--- config.mk ---
export PLATFORM = sky130hd
export DESIGN_NAME = fetch_ctrl
export DESIGN_NICKNAME = d
export VERILOG_FILES = /design/src/rtl/fetch_ctrl.sv
export SDC_FILE = /design/constraint.sdc
export NUM_CORES = 1
export LEC_CHECK = 0
export CAP_MARGIN = 20
export CORE_MARGIN = 4
export CORE_UTILIZATION = 41
export DETAILED_ROUTE_END_ITERATION = 8
export HOLD_SLACK_MARGIN = 0.08
export MAX_ROUTING_LAYER = met4
export PLACE_DENSITY = 0.79
export RECOVER_POWER = 100
export SLEW_MARGIN = 10
export SYNTH_ARGS = -nofsm -noshare
export SYNTH_HDL_FRONTEND = slang
export SYNTH_SLANG_ARGS = --single-unit
export TNS_END_PERCENT = 1
--- constraint.sdc ---
create_clock -name clk -period 2 [get_ports clk]
set_clock_uncertainty 0.05 [all_clocks]
set_input_delay 0.2 -clock clk [delete_from_list [all_inputs] [get_ports clk]]
set_output_delay 0.2 -clock clk [all_outputs]
set_load 0.1 [all_outputs]
--- src/rtl/fetch_ctrl.sv ---
// Instruction fetch controller: computes the next PC and owns the IF/ID
// register, with a one-cycle boot, stall/redirect handling and a HALT freeze.
module fetch_ctrl #(
  parameter int PC_W     = 5,
  parameter int INSTR_W  = 32,
  parameter int RESET_PC = 21
) (
  input  logic               clk,
  input  logic               rst_n,
  input  logic [PC_W-1:0]    pc_cur,
  input  logic [INSTR_W-1:0] instr_in,
  input  logic               stall,
  input  logic               redirect,
  input  logic [PC_W-1:0]    redirect_pc,
  output logic [PC_W-1:0]    pc_next,
  output logic [PC_W-1:0]    ifid_pc,
  output logic [INSTR_W-1:0] ifid_instr,
  output logic               ifid_valid,
  output logic               halted,
  output logic [7:0]         fetch_cnt
);

  typedef enum logic [1:0] {
    S_BOOT = 2'd0,
    S_RUN  = 2'd1,
    S_HALT = 2'd2
  } state_e;

  localparam logic [PC_W-1:0] BOOT_PC = PC_W'(RESET_PC);

  state_e             state_q, state_d;
  logic [PC_W-1:0]    ifid_pc_q, ifid_pc_d;
  logic [INSTR_W-1:0] ifid_instr_q, ifid_instr_d;
  logic               ifid_valid_q, ifid_valid_d;
  logic               halted_q, halted_d;
  logic [7:0]         fetch_cnt_q, fetch_cnt_d;
  logic               is_halt;

  assign is_halt = (instr_in[INSTR_W-1 -: 6] == 6'b111111);

  always_comb begin
    state_d      = state_q;
    ifid_pc_d    = ifid_pc_q;
    ifid_instr_d = ifid_instr_q;
    ifid_valid_d = ifid_valid_q;
    halted_d     = halted_q;
    fetch_cnt_d  = fetch_cnt_q;
    pc_next      = pc_cur;

    case (state_q)
      S_BOOT: begin
        pc_next      = BOOT_PC;
        ifid_valid_d = 1'b0;
        state_d      = S_RUN;
      end
      S_RUN: begin
        // A redirect squashes whatever is being fetched, even under stall.
        if (redirect) begin
          pc_next      = redirect_pc;
          ifid_valid_d = 1'b0;
        end else if (stall) begin
          pc_next = pc_cur;
        end else begin
          pc_next      = pc_cur + PC_W'(1);
          ifid_pc_d    = pc_cur;
          ifid_instr_d = instr_in;
          ifid_valid_d = 1'b1;
          fetch_cnt_d  = (fetch_cnt_q == 8'hFF) ? fetch_cnt_q : fetch_cnt_q + 8'd1;
          if (is_halt) begin
            state_d  = S_HALT;
            halted_d = 1'b1;
          end
        end
      end
      S_HALT: begin
        pc_next      = pc_cur;
        ifid_valid_d = 1'b0;
      end
      default: begin
        state_d = S_BOOT;
      end
    endcase
  end

  always_ff @(posedge clk or negedge rst_n) begin
    if (!rst_n) begin
      state_q      <= S_BOOT;
      ifid_pc_q    <= '0;
      ifid_instr_q <= '0;
      ifid_valid_q <= 1'b0;
      halted_q     <= 1'b0;
      fetch_cnt_q  <= 8'd0;
    end else begin
      state_q      <= state_d;
      ifid_pc_q    <= ifid_pc_d;
      ifid_instr_q <= ifid_instr_d;
      ifid_valid_q <= ifid_valid_d;
      halted_q     <= halted_d;
      fetch_cnt_q  <= fetch_cnt_d;
    end
  end

  assign ifid_pc    = ifid_pc_q;
  assign ifid_instr = ifid_instr_q;
  assign ifid_valid = ifid_valid_q;
  assign halted     = halted_q;
  assign fetch_cnt  = fetch_cnt_q;

endmodule

==> flow_summary.toml, run 1 <==
[die]
rows = 26
design.core.area_um2 = 5140
initial_utilization_pct = 42.4
die_h_um = 80.9
die_x_um = 80.9
die_area_um2 = 6540
io_pins = 98

[synth]
synth_cells = 160
synth_nets = 208
ys_seq_area_share_pct = 56.3
syn-cell-area_um2 = 2180
synth_warnings = 0
synth_seq_cells = 49
ys_types = 37
avgSynthCellArea_um2 = 13.6

[power]
power_mw = 3.87
clock_power_share_pct = 14.7
power_switching_share_pct = 53.0
peakVddDrop_mv = 1.13
power_frac_seq_pct = 33.4
leakage_nw = 1.45
cellPowerDensity_nw_per_um2 = 1200
comb_power_share_pct = 51.9
p_int_mw = 1.82
p_sw_mw = 2.05

[finish]
fin_util_pct = 62.8
drive_gt1_share_pct = 44.1
layout_common_cells = "49 x clkbuf_2, 47 x dfrtp_1, 43 x clkdlybuf4s50_1, 40 x mux2_2"
instances_no_fill = 340
layout.nets = 317
area_growth_pct = 48.2
layout_commonest_cell = "clkbuf_2"
n_antenna_cell = 0

[critical_path]
worstPathMaxFanout = 7
r2r_cells = 4
arrival_ns = 1.71
r2r-start = "state_q[1]"
cp.required_ns = 1.75
cp-start-kind = "register"
rr_endpoint = "fetch_cnt[1]"
critPathKind = "reg2out"
cp-end-kind = "output port"
critPathLaunch = "state_q[0]"
timing.reg2reg.setup_slack_ns = 0.20
max_stage_delay_ns = 0.46
cp_slowest_cell = "dfrtp_2"
cp_cell_sequence = "nor2b_2 > a32o_1 > a311o_1 > buf_12"

[clock_tree]
cts_buffers = 5
clk_pin_slew_worst_paths_ns = 0.09
root_buffer = "clkbuf_8"
cts_buffer_depth = 2
htree_num_levels = 2
clock_latency_ns = 0.29
cts.sinks = 49
tritoncts = "done"

[grt]
grt_pass1_vias = 1688
grt_antenna_before_repair = 0
grt_pass1_wl_um = 7900
grt_start_max_net_pins = 50
overflow = 0
grtUsageTotal_pct = 16.0

[hold_path]
holdPathEnd = "ifid_pc[0]"
hp-class = "in2reg"
hold_depth = 2
hp-start = "pc_cur[0]"

[detailed_routing]
ant_nets = 0
firstDrtPassIters = 4
drc = 0
drt_iter0_drc = 78
post_drt_wl_per_cell_um = 14.9
drt_wl_total_um = 5060
vias = 1692
routed_via_density = 4.98

[timing]
worst_pin_slew_ns = 1.17
final.period_utilization_pct = 98.0
tns_ns = 0
fmax_mhz = 510
finalWorstPathRequiredPeriod_ns = 1.96
slew_viol_final = 0
hold_viol = 0
fin_ws_ns = 0.0399
slew_headroom_pct = 21.8
setup_violations = 0

[outcome]
status = "completed"

[run]
cap_violations = 0

[placement]
dp_cells = 330
portBuffers = 97
routabilityCongestion = 0.854
post-place-ws_ns = 0.0609
hpwl_um = 3850
power groups by stage:
stage | logic [mW] | clock network, mW | registers, mW
after floorplan | 0.336 | 0 | 2.56
after global placement | 2.12 | 0 | 1.31
after detailed placement | 2.14 | 0 | 1.32
after CTS | 2.14 | 0.599 | 1.30
after global routing | 2.08 | 0.638 | 1.32
final | 2.01 | 0.568 | 1.29
per-layer routing:
| metal | vias to the layer above | wire length (µm) | track usage [%] |
|---|---|---|---|
| li1 | 802 | - | - |
| met1 | 819 | 2260 | 19.9 |
| met2 | 69 | 2380 | 25.8 |
| met3 | 2 | 416 | 4.66 |
| met4 | 0 | 12 | 4.05 |
| met5 | - | 0 | - |
per-stage QoR:
stage               area (µm²)  hold slack [ns]
finish                    3230            0.263
detailed placement        3250            0.156
floorplan                 2190           -0.146
CTS                       3350            0.347
global route              3230            0.271
global placement          3250            0.160
synthesized netlist by cell type:
| library cell | instances | area share [%] |
|---|---|---|
| nand2_1 | 4 | 0.69 |
| and4_1 | 2 | 0.80 |
| nor2b_1 | 4 | 1.1 |
| buf_4 | 4 | 1.4 |
| nand4bb_1 | 2 | 1.0 |
| nor2_1 | 2 | 0.34 |
| nand4b_1 | 2 | 0.80 |
| mux2_2 | 40 | 21 |
| inv_1 | 4 | 0.69 |
| o21ai_1 | 1 | 0.23 |
| a21o_1 | 2 | 0.69 |
| and2_1 | 2 | 0.57 |
| a32o_1 | 1 | 0.46 |
| o211a_1 | 1 | 0.46 |
| a31oi_1 | 2 | 0.57 |
| nand3b_1 | 1 | 0.34 |
| a41oi_1 | 1 | 0.40 |
| o21ai_0 | 1 | 0.23 |
| a221oi_1 | 1 | 0.40 |
| o221a_2 | 1 | 0.52 |
| ha_1 | 2 | 1.1 |
| and3_1 | 1 | 0.29 |
| nor4b_4 | 1 | 1.1 |
| nand2b_1 | 3 | 0.86 |
| o2bb2ai_1 | 1 | 0.40 |
| nand3_1 | 1 | 0.23 |
| xnor2_1 | 4 | 1.6 |
| dfrtp_1 | 49 | 56 |
| o211ai_1 | 2 | 0.69 |
| o22ai_1 | 1 | 0.29 |
| clkbuf_1 | 4 | 0.69 |
| a2bb2oi_1 | 1 | 0.40 |
| nor4_1 | 2 | 0.57 |
| nand4_1 | 4 | 1.1 |
| o2111ai_1 | 1 | 0.40 |
| a311o_1 | 1 | 0.46 |
| a21oi_1 | 4 | 0.92 |
cell families (layout without fill, tap and decap cells):
kind of cell             after synthesis  count (layout)  share of synthesized area, %
multiplexers                          40              40                          20.7
XOR/XNOR                               4               4                          1.61
AND/OR/NAND/NOR                       31              31                          9.94
adder cells (fa/ha/maj)                2               2                          1.15
buffers and inverters                 12             122                          2.76
AO/OA/AOI/OAI                         22              22                          7.53
flip-flops                            49              49                          56.3
cell type report:
type | count | area, µm²
Fill cell | 461 | 1910
Timing Repair Buffer | 110 | 900
Sequential cell | 49 | 1230
Multi-Input combinational cell | 99 | 908
Tap cell | 70 | 87.6
Clock buffer | 6 | 72.6
Clock inverter | 2 | 15.0
Inverter | 4 | 15.0
registers in the layout (all words and copies together) (netlist names):
| register | count |
|---|---|
| halted | 1 |
| ifid_pc | 5 |
| ifid_instr | 32 |
| fetch_cnt | 8 |
| ifid_valid | 1 |
| state_q | 2 |
worst max-delay path: cells and delay by family (launching register included):
family	cells	cell delay (ns)
and+or+nand+nor	1	0.20
AOI/OAI and AO/OA	2	0.57
buffers and inverters	1	0.18
DFF	1	0.46
repair_timing:
| item | in CTS | in global routing |
|---|---|---|
| resized for setup | 1 | 4 |
| cloned | 0 | 0 |
| buffers inserted | 0 | 1 |
| hold endpoints to repair | 49 | 0 |
| setup endpoints to repair | 1 | 3 |
| hold buffers | 1 | 0 |
worst max path at each step:
stage	slack, ns	end
CTS	0.004	pc_next[3]
global placement	0.06	fetch_cnt[1]
global route	-0.01	pc_next[3]
detailed placement	0.06	pc_next[3]
floorplan	-0.58	pc_next[1]
finish	0.04	pc_next[3]
Note: power is estimated with default switching activity, not from simulation.
==> run 2, diff against run 1 <==
--- a/config.mk
+++ b/config.mk
@@ -5,7 +5,7 @@
 export SDC_FILE = /design/constraint.sdc
 export NUM_CORES = 1
 export LEC_CHECK = 0
-export CAP_MARGIN = 20
+export CAP_MARGIN = 30
 export CORE_MARGIN = 4
 export CORE_UTILIZATION = 41
 export DETAILED_ROUTE_END_ITERATION = 8
==> constraint.sdc (replaced) <==
create_clock -name clk -period 2 [get_ports clk]
set_clock_uncertainty 0.05 [all_clocks]
set_input_delay 0.2 -clock clk [delete_from_list [all_inputs] [get_ports clk]]
set_output_delay 0.2 -clock clk [all_outputs]
set_load 0.02 [all_outputs]
==> run 2 against run 1 <==
Compared with the run above: cell area up 7.7%; first-iteration DRC count down 68%; power down 20%; combinational power down 51%; setup slack better by 0.044 ns; sequential cell count unchanged; clock power up 45%.
==> flow_summary.toml, run 2 (synthesized netlist as in run 1, its figures left out) <==
[detailed_routing]
drt_iter0_drc = 25
ant_nets = 0
post_drt_wl_per_cell_um = 15.7
drc = 0
drt_wl_total_um = 5430
routed_via_density = 5.05
firstDrtPassIters = 4
vias = 1746

[critical_path]
cp.required_ns = 1.75
cp-start-kind = "register"
timing.reg2reg.setup_slack_ns = 0.21
critPathKind = "reg2out"
worstPathMaxFanout = 8
arrival_ns = 1.67
cp-end-kind = "output port"
rr_endpoint = "ifid_instr[3]"
r2r_cells = 4
r2r-start = "state_q[1]"

[hold_path]
hp-class = "reg2reg"
hold_depth = 1
hp-start = "halted"
holdPathEnd = "halted"

[grt]
grt_antenna_before_repair = 0
overflow = 0
grtUsageTotal_pct = 17.9
grt_pass1_wl_um = 8820
grt_start_max_net_pins = 34
grt_pass1_vias = 1843

[power]
peakVddDrop_mv = 0.567
leakage_nw = 1.50
cellPowerDensity_nw_per_um2 = 890
power_mw = 3.09

[die]
design.core.area_um2 = 5140
io_pins = 98
die_x_um = 80.9
die_area_um2 = 6540
rows = 26
die_h_um = 80.9
initial_utilization_pct = 42.4

[placement]
routabilityCongestion = 0.767
hpwl_um = 4130
post-place-ws_ns = -0.284
placed_area_um2 = 3350
portBuffers = 97

[timing]
holdWs_ns = 0.418
slew_viol_final = 0
rsz0062_at_grt = "true"
finalWorstPathRequiredPeriod_ns = 1.92
hold_viol = 0
setup_violations = 0
worst_pin_slew_ns = 0.849
final.period_utilization_pct = 95.8
slew_headroom_pct = 43.4
fmax_mhz = 522
fin_ws_ns = 0.0843
tns_ns = 0

[finish]
layout_common_cells = "49 x dfrtp_1, 47 x dlygate4sd3_1, 43 x clkdlybuf4s50_1, 40 x mux2_2, 16 x buf_4"
largest_reg_flops = 32
layout_commonest_cell = "dfrtp_1"
ff_latch_area_um2 = 1230
area_growth_pct = 59.7
multiInputGateArea_um2 = 902
fillers = 428
layout.nets = 323
n_antenna_cell = 0
fin_area_um2 = 3480
drive_gt1_share_pct = 26.8

[clock_tree]
cts.sinks = 49
cts_buffers = 5
clk_pin_slew_worst_paths_ns = 0.09
root_buffer = "clkbuf_8"
htree_num_levels = 2
clock_latency_ns = 0.30
tritoncts = "done"
cts_buffer_depth = 2

[outcome]
status = "completed"

[run]
cap_violations = 0
run 2: changes by cell type in the layout (fill, tap and decap cells not counted), moves of 2 or more:
cell | before | now
clkbuf_2 | 49 | 2
dlygate4sd3_1 | 1 | 47
buf_4 | 7 | 16
buf_12 | 7 | 1
bufinv_16 | 0 | 2
clkinvlp_4 | 2 | 0
dfrtp_1 | 47 | 49
dfrtp_2 | 2 | 0
run 2: final cells by class:
type / instances / share of cell area (%)
Clock buffer: 5 / 1.98
Clock inverter: 3 / 1.87
Inverter: 4 / 0.432
Multi-Input combinational cell: 99 / 26.0
Sequential cell: 49 / 35.3
Tap cell: 70 / 2.52
Timing Repair Buffer: 116 / 32.0
run 2: worst max-delay path, stage by stage, from the launching register on:
cell and delay, ns:
dfrtp_1 0.38, buf_4 0.16, nor2b_2 0.18, a21oi_1 0.17, a2bb2oi_1 0.16, clkdlybuf4s15_1 0.32
run 2: worst max-delay path by stage:
| stage | from | to | slack [ns] |
|---|---|---|---|
| floorplan | fetch_cnt[0] | fetch_cnt[1] | 0.37 |
| global placement | stall | pc_next[3] | -0.25 |
| detailed placement | stall | pc_next[3] | -0.28 |
| CTS | state_q[0] | pc_next[4] | 0.02 |
| global route | state_q[0] | pc_next[2] | -0.006 |
| finish | state_q[0] | pc_next[2] | 0.08 |
run 2: through the flow:
stage          cells  util, %
2_1_floorplan    160        -
3_3_place_gp     337     65.1
3_5_place_dp     337     65.1
4_1_cts          346     67.9
5_1_grt          346     67.6
6_report         346     67.6
run 2: power breakdown:
part	switching (mW)	internal (mW)
clock	0.329	0.497
sequential	0.127	1.16
combinational	0.469	0.510
total	0.925	2.17
run 2: repair_timing:
action | in CTS | in global routing
setup buffers | 0 | 0
resized for setup | 8 | 11
hold endpoints to repair | 16 | 0
pin swaps | 0 | 0
hold buffers | 1 | 0
endpoints found under the setup margin | 5 | 20
run 2: layer usage:
metal	up-vias	wire length (µm)	part of all wire [%]	global-route usage, %
met4	0	60	1.1	5.74
met2	62	2900	53	30.2
met1	858	2180	40	21.3
met3	4	290	5.3	3.77
met5	-	0	0	-
li1	822	-	-	-
